`src/rtl/serial_subtractor.sv`:
```
// Bit-serial subtractor: diff = a - b, one bit per clock LSB first, valid/ready on both sides.
// Optional signed-overflow output is enabled by defining SERIAL_SUB_OVF_EN.
module serial_subtractor #(
    parameter int unsigned WIDTH = 4
) (
    input  logic             clk,
    input  logic             rst,
    input  logic             in_valid,
    output logic             in_ready,
    input  logic [WIDTH-1:0] a,
    input  logic [WIDTH-1:0] b,
    output logic             out_valid,
    input  logic             out_ready,
    output logic [WIDTH-1:0] diff,
    output logic             borrow_out
`ifdef SERIAL_SUB_OVF_EN
    ,
    output logic             overflow
`endif
);

    localparam int unsigned CntW = $clog2(WIDTH);
    localparam logic [CntW-1:0] CntLast = CntW'(WIDTH - 1);

    typedef enum logic [1:0] {StIdle, StShift, StDone} state_e;

    state_e            state_q, state_d;
    logic [WIDTH-1:0]  a_q, a_d;
    logic [WIDTH-1:0]  b_q, b_d;
    logic              br_q, br_d;
    logic [CntW-1:0]   cnt_q, cnt_d;
    logic [WIDTH-1:0]  diff_q, diff_d;
    logic              borrow_q, borrow_d;
    logic              bit_d;
    logic              br_next;
`ifdef SERIAL_SUB_OVF_EN
    logic              ovf_q, ovf_d;
`endif

    // Single full-subtractor cell on the current LSBs.
    always_comb begin
        bit_d   = a_q[0] ^ b_q[0] ^ br_q;
        br_next = (~a_q[0] & b_q[0]) | (~(a_q[0] ^ b_q[0]) & br_q);
    end

    always_comb begin
        state_d  = state_q;
        a_d      = a_q;
        b_d      = b_q;
        br_d     = br_q;
        cnt_d    = cnt_q;
        diff_d   = diff_q;
        borrow_d = borrow_q;
`ifdef SERIAL_SUB_OVF_EN
        ovf_d    = ovf_q;
`endif
        case (state_q)
            StIdle: begin
                if (in_valid) begin
                    a_d     = a;
                    b_d     = b;
                    br_d    = 1'b0;
                    cnt_d   = '0;
                    state_d = StShift;
                end
            end
            StShift: begin
                // The vacated MSB of the minuend register accumulates the difference bits, so
                // the published result only changes once the whole word is complete.
                a_d  = {bit_d, a_q[WIDTH-1:1]};
                b_d  = {1'b0, b_q[WIDTH-1:1]};
                br_d = br_next;
                if (cnt_q == CntLast) begin
                    state_d  = StDone;
                    diff_d   = {bit_d, a_q[WIDTH-1:1]};
                    borrow_d = br_next;
`ifdef SERIAL_SUB_OVF_EN
                    ovf_d    = br_q ^ br_next;
`endif
                end else begin
                    cnt_d = cnt_q + 1'b1;
                end
            end
            StDone: begin
                if (out_ready) begin
                    state_d = StIdle;
                end
            end
            default: state_d = StIdle;
        endcase
    end

    always_ff @(posedge clk or posedge rst) begin
        if (rst) begin
            state_q  <= StIdle;
            a_q      <= '0;
            b_q      <= '0;
            br_q     <= 1'b0;
            cnt_q    <= '0;
            diff_q   <= '0;
            borrow_q <= 1'b0;
        end else begin
            state_q  <= state_d;
            a_q      <= a_d;
            b_q      <= b_d;
            br_q     <= br_d;
            cnt_q    <= cnt_d;
            diff_q   <= diff_d;
            borrow_q <= borrow_d;
        end
    end

`ifdef SERIAL_SUB_OVF_EN
    always_ff @(posedge clk or posedge rst) begin
        if (rst) begin
            ovf_q <= 1'b0;
        end else begin
            ovf_q <= ovf_d;
        end
    end

    assign overflow = ovf_q;
`endif

    assign in_ready   = (state_q == StIdle);
    assign out_valid  = (state_q == StDone);
    assign diff       = diff_q;
    assign borrow_out = borrow_q;

endmodule
```
`config.mk`:
```
export PLATFORM = sky130hd
export DESIGN_NAME = serial_subtractor
export DESIGN_NICKNAME = d
export VERILOG_FILES = /design/src/rtl/serial_subtractor.sv
export SDC_FILE = /design/constraint.sdc
export NUM_CORES = 1
export LEC_CHECK = 0
export CORE_UTILIZATION = 45
export DETAILED_ROUTE_END_ITERATION = 16
export HOLD_SLACK_MARGIN = 0.15
export PLACE_DENSITY = 0.8
export SLEW_MARGIN = 30
export SYNTH_ARGS = -nofsm -noshare
export SYNTH_HDL_FRONTEND = slang
export SYNTH_SLANG_ARGS = --single-unit
```
`constraint.sdc`:
```
create_clock -name clk -period 1.31 [get_ports clk]
set_clock_uncertainty 0.1 [all_clocks]
set_input_delay 0.1965 -clock clk [delete_from_list [all_inputs] [get_ports clk]]
set_output_delay 0.1965 -clock clk [all_outputs]
set_load 0.05 [all_outputs]
```
==> metrics.cfg <==
[detailed_routing]
wl_met1_um = 1010
vias = 812
drt_iter0_drc = 18
wl_um = 2660
dr_wl_met2_um = 1490
drc_errors = 0
routedWlPerCell_um = 18.1
viasPerCell = 5.52
dr.max_layer_used = met4
firstDrtPassIters = 5
drtAntennaViolNets = 0
dr_wl_met3_um = 75

[flow_run]
cap_violations = 0

[synth]
synth_top_family_by_area = simple AND/OR/NAND/NOR gates
synth_simple_gate_area_frac = 0.200
syn-num-nets = 91
synthAdderAreaFrac = 0.0334
syn_inst = 77
yosysUniqueCellTypes = 27
synth_seq_area_share = 0.462
synth_area_um2 = 975
synthXorXnorAreaFrac = 0
ys_seq_elements = 18
muxShareOfSynthArea = 0.0565
yosysWarnings = 0
synth_compound_area_frac = 0.175
synth.avg_cell_area_um2 = 12.7

[cells_and_area]
final_layout_size_suffix_gt1_frac = 0.533
synthToLayoutAreaGrowth_pct = 67.5
nNetsFinal = 136
diodes = 0
fillCellCount = 112

[die]
fp.dieH_um = 48.5
fp.coreArea_um2 = 2000
dieArea_um2 = 2360
rows = 16
start_util = 0.487
pin_count = 19
die_x_um = 48.5

[placement]
hpwlAfterDp_um = 1580
io_buffers = 18
gp_congestion = 0.744

[timing]
report.final.slew_viol_count = 0
worst_slew_pin_slew_ns = 0.366
hold_viol = 0
clock.fmax_mhz = 682
rsz0062_at_grt = true
max-slew-margin-rel = 0.753
finalWorstPathRequiredPeriod_ns = 1.47
finalCritPeriodShare = 1.12
tns_ns = -1.33
setup_viol = 16
worst_slack_ns = -0.156

[setup_path]
crit_buf_inv = 2
critical_path.max_fanout = 7
critical_path_class = reg2out
cp_slowest_cell = dfrtp_2
r2r.worst_path.cells = 3
worst_r2r_endpoint = b_q[1]
critPathRequiredTime_ns = 1.01
reg2reg_from = state_q[0]
start_kind = flip-flop
reg2reg_slack_ns = -0.14
crit_family = flip-flops
cp.arrival_ns = 1.17
critPathCaptureType = primary output
cp_slowest_stage_delay_ns = 0.46
crit_chain = buf_6, nor2_4, buf_12

[cts]
clock-sinks = 18
cts_max_level = 1
cts-root-buf = clkbuf_4
cts_tree = done
clk_pin_slew_worst_paths_ns = 0.09
ctsLongestPathBuffers = 2
worstSkewPairLatency_ns = 0.30
cts_made_buffers = 3

[grt]
grt_usage = 0.255
grt_antenna_before_repair = 0
grt.overflow.total = 0
grt_max_degree = 19
grt_pass1_vias = 947
grt_pass1_wl_um = 4440

[hold_path]
whs_path_depth = 2
min_to = state_q[1]
min_from = out_ready
min-delay-path-class = in2reg

[power]
total_leakage_power_uw = 0.000748
pwr_density_cell_nw_per_um2 = 2680
peakVddDrop_mv = 1.73
total_power_uw = 4370

[run_status]
violations = negative setup slack
outcome = finished, violations left

power by group:
part           switching [uW]  total, uW  internal (uW)  leakage [uW]
sequential                245       1070            827      0.000212
clock                     170        277            107     0.0000138
combinational            1350       3020           1670      0.000523
Yosys cell counts:
cell | n | area, um^2
dfrtp_1 | 18 | 450
inv_1 | 10 | 37.5
nor2_1 | 6 | 22.5
a221oi_2 | 5 | 75.1
nor4b_2 | 5 | 75.1
mux2_1 | 4 | 45.0
buf_2 | 3 | 15.0
nand2b_1 | 3 | 18.8
a211o_1 | 2 | 17.5
and3_1 | 2 | 12.5
o221a_2 | 2 | 22.5
or4b_1 | 2 | 20.0
a21oi_1 | 1 | 5.00
a32o_1 | 1 | 10.0
buf_4 | 1 | 7.51
buf_6 | 1 | 11.3
fa_1 | 1 | 20.0
ha_1 | 1 | 12.5
mux2i_1 | 1 | 10.0
nand3b_4 | 1 | 20.0
nor4b_1 | 1 | 8.76
nor4bb_1 | 1 | 10.0
o21ai_1 | 1 | 5.00
o21ba_2 | 1 | 10.0
o21bai_4 | 1 | 18.8
o22ai_1 | 1 | 6.26
or2b_1 | 1 | 7.51
sequential cells by signal (all words and copies together) (netlist names):
register / cells
diff: 4
br_q: 1
cnt_q: 2
b_q: 4
borrow_out: 1
a_q: 4
state_q: 2
layer usage:
| layer | vias up | global-route usage |
|---|---|---|
| met5 | - | 0 |
| met4 | 0 | 0.118 |
| met3 | 8 | 0.0377 |
| met2 | 24 | 0.505 |
| met1 | 414 | 0.257 |
| li1 | 366 | - |
worst max-delay path by stage:
stage,startpoint,endpoint,cells after the start
3_3_place_gp,in_valid,b_q[1],3
2_1_floorplan,b_q[0],a_q[3],4
6_report,state_q[1],in_ready,3
5_1_grt,state_q[0],out_valid,3
4_1_cts,state_q[0],out_valid,3
3_5_place_dp,in_valid,b_q[0],3
through the flow:
step / cells / setup WS (ns) / util / hold slack, ns / instance area (um^2)
after floorplan: 77 / -0.0322 / - / 0.0351 / 992
after global placement: 129 / -0.208 / 0.666 / 0.383 / 1330
after detailed placement: 129 / -0.246 / 0.666 / 0.411 / 1330
after CTS: 146 / -0.146 / 0.785 / 0.361 / 1570
after global routing: 147 / -0.216 / 0.816 / 0.354 / 1630
final: 147 / -0.156 / 0.816 / 0.354 / 1630
kinds of logic after synthesis:
logic type	Yosys count
AOI/OAI and AO/OA	15
DFF	18
and+or+nand+nor	22
buffers and inverters	15
adders and majority gates	2
muxes	5
layout make-up:
type	count	area (um^2)	share of cell area
multi-input combinational	44	556	0.340
timing repair buffer	45	527	0.323
sequential	18	453	0.277
inverter	10	41.3	0.0253
tap	27	33.8	0.0207
clock buffer	3	22.5	0.0138
cells in the final DEF, fill, tap and decap left out:
master,instances
dfrtp_1,16
buf_4,15
clkdlybuf4s50_1,11
buf_12,10
inv_1,7
buf_6,7
nor2_1,5
mux2_4,4
nor4b_4,4
a221oi_2,3
nand2b_1,3
clkbuf_4,3
and3_4,2
a211o_1,2
inv_2,2
a221oi_4,2
or4b_1,2
o221a_2,2
dfrtp_2,2
nand3b_4,1
o21bai_4,1
nor4bb_1,1
or2b_1,1
o21ba_2,1
o22ai_1,1
nor2_4,1
a32o_1,1
nor4b_2,1
o21ai_1,1
a21oi_1,1
clkinvlp_4,1
nor4b_1,1
mux2i_1,1
fa_1,1
ha_4,1
dlygate4sd3_1,1
buf_8,1
timing repair:
action                     in CTS  in global routing
setup endpoints to repair      16                 18
setup buffers                  12                  2
pin swaps                       9                  7
resized for setup              21                  8
hold endpoints to repair       18                  0
hold buffers                    1                  0
gates cloned                    1                  0
(Power assumes the default switching activity.)
